<file path="config.mk">
export PLATFORM = sky130hd
export DESIGN_NAME = barrel_shifter_pipe
export DESIGN_NICKNAME = d
export VERILOG_FILES = /design/src/rtl/barrel_shifter_pkg.sv /design/src/rtl/barrel_shift_stage.sv /design/src/rtl/barrel_shifter_pipe.sv
export SDC_FILE = /design/constraint.sdc
export NUM_CORES = 1
export LEC_CHECK = 0
export BUFFER_PORTS_ARGS = -buffer_cell sky130_fd_sc_hd__buf_2
export CAP_MARGIN = 20
export CELL_PAD_IN_SITES_DETAIL_PLACEMENT = 0
export CELL_PAD_IN_SITES_GLOBAL_PLACEMENT = 1
export CORE_ASPECT_RATIO = 2
export CORE_UTILIZATION = 45
export CTS_CLUSTER_SIZE = 10
export DETAILED_ROUTE_END_ITERATION = 10
export HOLD_SLACK_MARGIN = 0.1
export PLACE_DENSITY_LB_ADDON = 0.1
export SLEW_MARGIN = 25
export SYNTH_ARGS = -nofsm -noshare
export SYNTH_HDL_FRONTEND = slang
export SYNTH_SLANG_ARGS = --single-unit
</file>
<file path="constraint.sdc">
create_clock -name clk -period 2 [get_ports clk]
set_input_delay 0.4 -clock clk [delete_from_list [all_inputs] [get_ports clk]]
set_output_delay 0.4 -clock clk [all_outputs]
set_load 0.02 [all_outputs]
</file>
<file path="src/rtl/barrel_shifter_pkg.sv">
// ============================================================================
// Module   : barrel_shifter_pkg
// Brief    : Op encoding, op type and stage-distance helper for the shifter.
// Revision : 1.0 - initial release
// ============================================================================
`default_nettype none

package barrel_shifter_pkg;

   typedef logic [1:0] op_t;

   localparam op_t OP_SLL = 2'd0;
   localparam op_t OP_SRL = 2'd1;
   localparam op_t OP_SRA = 2'd2;
   localparam op_t OP_ROR = 2'd3;

   // Stages are ordered largest distance first.
   function automatic int stage_dist(input int k, input int num_stages);
      return 1 << (num_stages - 1 - k);
   endfunction

endpackage

`default_nettype wire

</file>
<file path="src/rtl/barrel_shift_stage.sv">
// ============================================================================
// Module   : barrel_shift_stage
// Brief    : One registered mux stage shifting by DIST when its shamt bit is
//            set. Sticky accumulation under BARREL_SHIFTER_PIPE_STICKY_EN.
// Revision : 1.0 - initial release
// ============================================================================
`default_nettype none

module barrel_shift_stage
   import barrel_shifter_pkg::*;
#(
   parameter int WIDTH = 32,
   parameter int TAG_W = 4,
   parameter int DIST  = 1,
   localparam int SHAMT_W = $clog2(WIDTH)
) (
   input  logic               clk,
   input  logic               rst,
   input  logic               adv,
   input  logic               in_valid,
   input  logic [WIDTH-1:0]   in_data,
   input  logic [SHAMT_W-1:0] in_shamt,
   input  op_t                in_op,
   input  logic [TAG_W-1:0]   in_tag,
`ifdef BARREL_SHIFTER_PIPE_STICKY_EN
   input  logic               in_sticky,
   output logic               out_sticky,
`endif
   output logic               out_valid,
   output logic [WIDTH-1:0]   out_data,
   output logic [SHAMT_W-1:0] out_shamt,
   output op_t                out_op,
   output logic [TAG_W-1:0]   out_tag
);

   localparam int SEL = $clog2(DIST);
   localparam logic [WIDTH-1:0] LO_MASK = {WIDTH{1'b1}} >> (WIDTH - DIST);
   localparam logic [WIDTH-1:0] HI_MASK = {WIDTH{1'b1}} << (WIDTH - DIST);

   logic [WIDTH-1:0]   shifted;
   logic               valid_d, valid_q;
   logic [WIDTH-1:0]   data_d, data_q;
   logic [SHAMT_W-1:0] shamt_d, shamt_q;
   op_t                op_d, op_q;
   logic [TAG_W-1:0]   tag_d, tag_q;

   always_comb begin
      shifted = in_data;
      if (in_shamt[SEL]) begin
         case (in_op)
            OP_SLL:  shifted = in_data << DIST;
            OP_SRL:  shifted = in_data >> DIST;
            OP_SRA:  shifted = $signed(in_data) >>> DIST;
            default: shifted = (in_data >> DIST) | (in_data << (WIDTH - DIST));
         endcase
      end
   end

`ifdef BARREL_SHIFTER_PIPE_STICKY_EN
   logic shifted_out;
   logic sticky_d, sticky_q;

   always_comb begin
      shifted_out = 1'b0;
      if (in_shamt[SEL]) begin
         case (in_op)
            OP_SLL:         shifted_out = |(in_data & HI_MASK);
            OP_SRL, OP_SRA: shifted_out = |(in_data & LO_MASK);
            default:        shifted_out = 1'b0;
         endcase
      end
   end

   always_comb begin
      sticky_d = sticky_q;
      if (adv) sticky_d = in_sticky | shifted_out;
   end

   always_ff @(posedge clk) begin
      if (rst) sticky_q <= 1'b0;
      else     sticky_q <= sticky_d;
   end

   assign out_sticky = sticky_q;
`else
   logic [WIDTH-1:0] mask_unused;
   assign mask_unused = LO_MASK | HI_MASK;
`endif

   always_comb begin
      valid_d = valid_q;
      data_d  = data_q;
      shamt_d = shamt_q;
      op_d    = op_q;
      tag_d   = tag_q;
      if (adv) begin
         valid_d = in_valid;
         data_d  = shifted;
         shamt_d = in_shamt;
         op_d    = in_op;
         tag_d   = in_tag;
      end
   end

   always_ff @(posedge clk) begin
      if (rst) begin
         valid_q <= 1'b0;
         data_q  <= '0;
         shamt_q <= '0;
         op_q    <= OP_SLL;
         tag_q   <= '0;
      end else begin
         valid_q <= valid_d;
         data_q  <= data_d;
         shamt_q <= shamt_d;
         op_q    <= op_d;
         tag_q   <= tag_d;
      end
   end

   assign out_valid = valid_q;
   assign out_data  = data_q;
   assign out_shamt = shamt_q;
   assign out_op    = op_q;
   assign out_tag   = tag_q;

endmodule

`default_nettype wire

</file>
<file path="src/rtl/barrel_shifter_pipe.sv">
// ============================================================================
// Module   : barrel_shifter_pipe
// Brief    : Fully pipelined SLL/SRL/SRA/ROR barrel shifter, one stage per
//            shamt bit, valid/ready stream. Macro BARREL_SHIFTER_PIPE_STICKY_EN
//            adds the out_sticky port.
// Revision : 1.0 - initial release
// ============================================================================
`default_nettype none

module barrel_shifter_pipe
   import barrel_shifter_pkg::*;
#(
   parameter int WIDTH = 32,
   parameter int TAG_W = 4,
   localparam int SHAMT_W = $clog2(WIDTH)
) (
   input  logic               clk,
   input  logic               rst,
   input  logic               in_valid,
   output logic               in_ready,
   input  logic [WIDTH-1:0]   in_data,
   input  logic [SHAMT_W-1:0] in_shamt,
   input  logic [1:0]         in_op,
   input  logic [TAG_W-1:0]   in_tag,
   output logic               out_valid,
   input  logic               out_ready,
   output logic [WIDTH-1:0]   out_data,
   output logic [TAG_W-1:0]   out_tag
`ifdef BARREL_SHIFTER_PIPE_STICKY_EN
   ,
   output logic               out_sticky
`endif
);

   localparam int L = SHAMT_W;

   logic               adv;
   logic               stage_valid [0:L];
   logic [WIDTH-1:0]   stage_data  [0:L];
   logic [SHAMT_W-1:0] stage_shamt [0:L];
   op_t                stage_op    [0:L];
   logic [TAG_W-1:0]   stage_tag   [0:L];
`ifdef BARREL_SHIFTER_PIPE_STICKY_EN
   logic               stage_sticky [0:L];
   assign stage_sticky[0] = 1'b0;
`endif

   // The whole pipe moves together; bubbles are carried, not collapsed.
   assign adv      = !out_valid || out_ready;
   assign in_ready = adv;

   assign stage_valid[0] = in_valid;
   assign stage_data[0]  = in_data;
   assign stage_shamt[0] = in_shamt;
   assign stage_op[0]    = in_op;
   assign stage_tag[0]   = in_tag;

   for (genvar k = 0; k < L; k++) begin : g_stage
      barrel_shift_stage #(
         .WIDTH (WIDTH),
         .TAG_W (TAG_W),
         .DIST  (stage_dist(k, L))
      ) u_stage (
         .clk        (clk),
         .rst        (rst),
         .adv        (adv),
         .in_valid   (stage_valid[k]),
         .in_data    (stage_data[k]),
         .in_shamt   (stage_shamt[k]),
         .in_op      (stage_op[k]),
         .in_tag     (stage_tag[k]),
`ifdef BARREL_SHIFTER_PIPE_STICKY_EN
         .in_sticky  (stage_sticky[k]),
         .out_sticky (stage_sticky[k+1]),
`endif
         .out_valid  (stage_valid[k+1]),
         .out_data   (stage_data[k+1]),
         .out_shamt  (stage_shamt[k+1]),
         .out_op     (stage_op[k+1]),
         .out_tag    (stage_tag[k+1])
      );
   end

   logic w_unused;
   assign w_unused = ^{stage_shamt[L], stage_op[L]};

   assign out_valid = stage_valid[L];
   assign out_data  = stage_data[L];
   assign out_tag   = stage_tag[L];
`ifdef BARREL_SHIFTER_PIPE_STICKY_EN
   assign out_sticky = stage_sticky[L];
`endif

endmodule

`default_nettype wire

</file>
==> flow_summary_export.csv <==
group,metric,value,unit
run_status,status,"complete, but fails checks",
run_status,violations,"design-rule violations",
logic_synthesis,synth_warnings,0,
place,place.port_buffers,84,
logic_synthesis,synth_top_family_by_area,"compound AO/OA/AOI/OAI gates",
final_layout,final_cell_mix,"200 x dfxtp_1, 195 x nand2_1, 157 x nor2_1",
logic_synthesis,syn_inst,1388,
timing,worstMarginPinSlew,0.525,ns
global_route,gr-total-overflow,0,
detailed_routing,vias,10100,
timing,whs,0.127,ns
final_layout,nFillCells,2402,
logic_synthesis,syn_nets,1435,
timing,finalSetupViolCount,0,
clocking,htree_levels,1,
die,die_w,112,um
critical_path,path_class,"flop to output port",
detailed_routing,first_iter_violations,634,
logic_synthesis,synth_edf_count,0,
hold_path,min_path_type,"input pin to flop",
final_layout,final_common_cell,"dfxtp_1",
clocking,clkLatencyLatePin,0.52,ns
timing,drv_slew,0,
clocking,clock_path_buffers,3,
timing,finalCritPeriodShare,93.0,%
detailed_routing,postRouteAntennaNets,0,
timing,rsz0062_at_grt,"false",
logic_synthesis,async_flop_share,0,%
timing,finalCriticalPeriod,1.86,ns
timing,setup_tns,0,ns
critical_path,worstSetupEndpointType,"output port",
die,num_rows,80,
global_route,grt_pass1_vias,9384,
critical_path,cp-start-kind,"flop",
timing,finalWorstSetupSlack,0.139,ns
final_layout,stdcell_area,12200,sq um
die,dieArea,24900,sq um
logic_synthesis,synthSimpleGateAreaFrac,24.8,%
die,die_h,222,um
clocking,cts_inserted_buffers,24,
timing,max_slew_margin,64.9,%
die,initial_utilization,45.8,%
logic_synthesis,yosysSeqAreaShare,37.3,%
final_layout,drive_gt1_share,12.5,%
final_layout,fin_cells,1673,
logic_synthesis,synth_xor_area_share,0,%
critical_path,crit_fanout,16,
die,io_pins,85,
clocking,clk_pin_slew,0.05,ns
clocking,clkSinkCount,203,
detailed_routing,wire_per_inst,18.3,um
logic_synthesis,synth.cell_area,10900,sq um
clocking,cts_tree,"done",
final_layout,areaGrowthSynthToFinish,11.8,%
timing,fmax,537,MHz
place,dpl.cell_count,1644,
logic_synthesis,post_synth.cell_area_avg,7.85,sq um
critical_path,worstPathArrival,1.46,ns
timing,finClkSkew,0.00796,ns
clocking,ctsHoldBuffers,1,
detailed_routing,vias_per_cell,6.04,
logic_synthesis,muxShareOfSynthArea,2.43,%
final_layout,diodes,0,
clocking,ctsRootBufferMaster,"clkbuf_16",
place,gp_congestion,0.845,
detailed_routing,drt_drc_violations_left,4,
logic_synthesis,synth_fa_ha_area_share,0,%
power_and_ir_drop,p_leak,4.09,nW
timing,hold_viol,0,
power_and_ir_drop,ir_drop,0.504,mV
final_layout,num-nets-final,1431,
logic_synthesis,ys.flop_type,"dfxtp_1",
run,maxCapViolCount,0,
detailed_routing,drt-total-wl,30600,um
clocking,ctsResizeCount,0,
global_route,grt_max_degree,100,
place,dp_hpwl,21300,um
global_route,grt_usage,24.6,%
critical_path,r2r_setup_slack,0.34,ns
detailed_routing,first_pass_iters,8,
place,post-place-ws,0.360,ns
global_route,antenna_found_initial,0,
critical_path,required,1.60,ns
place,placed_area,11500,sq um
logic_synthesis,synth-compound-area-share,28.1,%
die,core,23800,sq um
global_route,grt_pass1_wl,49700,um
logic_synthesis,synth.distinct_cells,41,
logic_synthesis,synth_seq_cells,203,
clocking,post_cts_buffers,0,
power_and_ir_drop,powerDensity,777,nW/um^2
-- worst paths after layout --
| kind | endpoint | cells past startpoint | from |
|---|---|---|---|
| max | in_ready | 3 | g_stage[4].u_stage.out_valid |
| min reg2reg | g_stage[4].u_stage.out_data[8] | 2 | g_stage[4].u_stage.out_data[8] |
| min | g_stage[0].u_stage.out_shamt[1] | 3 | in_shamt[1] |
| max reg2reg | g_stage[1].u_stage.out_data[9] | 4 | g_stage[0].u_stage.out_op[0] |
-- report_power, final --
| part | internal (W) | total [W] | switching, W |
|---|---|---|---|
| clock | 0.00220 | 0.00380 | 0.00160 |
| sequential | 0.00426 | 0.00450 | 0.000240 |
| combinational | 0.000550 | 0.00117 | 0.000620 |
-- registers in the layout (all words and copies together), names as in the netlist --
register	cells
g_stage.u_stage.out_valid	5
g_stage.u_stage.out_data	160
g_stage.u_stage.out_tag	20
g_stage.u_stage.out_shamt	10
g_stage.u_stage.out_op	8
-- synth_stat cells, drive strengths merged (2+ instances only) --
master | n | area (sq um)
a2bb2oi | 6 | 52.6
a32o | 21 | 210
inv | 5 | 18.8
clkbuf | 99 | 373
o221a | 2 | 22.5
o32ai | 4 | 35.0
nor2 | 158 | 596
o21ai | 106 | 531
nand2 | 195 | 732
nand4 | 2 | 12.5
nor3 | 46 | 230
nand2b | 2 | 12.5
dfxtp | 203 | 4060
nor2b | 14 | 87.6
a211oi | 8 | 60.1
nand3 | 24 | 120
mux2i | 22 | 220
a21oi | 142 | 711
a221oi | 20 | 175
buf | 64 | 407
mux2 | 4 | 45.0
o211ai | 22 | 165
or3b | 98 | 858
a311o | 98 | 981
and3 | 3 | 18.8
a311oi | 12 | 105
nand3b | 2 | 15.0
-- per-stage QoR --
stage	total power, W	utilization [%]
floorplan	0.00534	-
global placement	0.00574	48.4
detailed placement	0.00576	48.4
CTS	0.00959	51.2
global route	0.00987	51.2
finish	0.00947	51.2
-- layer usage --
metal / vias to the layer above / part of all wire [%] / track usage [%]
met3: 61 / 2.2 / 1.86
met1: 4814 / 39 / 26.3
li1: 5058 / - / -
met5: - / 0 / 0
met2: 171 / 54 / 47.3
met4: 0 / 4.9 / 13.1
-- final cells by class --
class	instances	area (sq um)	area share, %
multi-input combinational	1016	6040	49.6
timing repair buffer	133	1060	8.69
clock buffer	27	633	5.19
tap	287	359	2.95
sequential	203	4070	33.4
inverter	6	22.5	0.185
clock inverter	1	7.51	0.0616
-- cells by family after synthesis --
| group | Yosys count |
|---|---|
| compound gates | 443 |
| buf+inv | 169 |
| flops | 203 |
| mux | 26 |
| simple gates | 547 |
-- worst max-delay path, cell delays in order (launching register included) --
cell and delay, ns:
dfxtp_1 0.30, nor2b_4 0.14, inv_2 0.26, buf_2 0.23
Note: power is estimated with default switching activity, not from simulation.
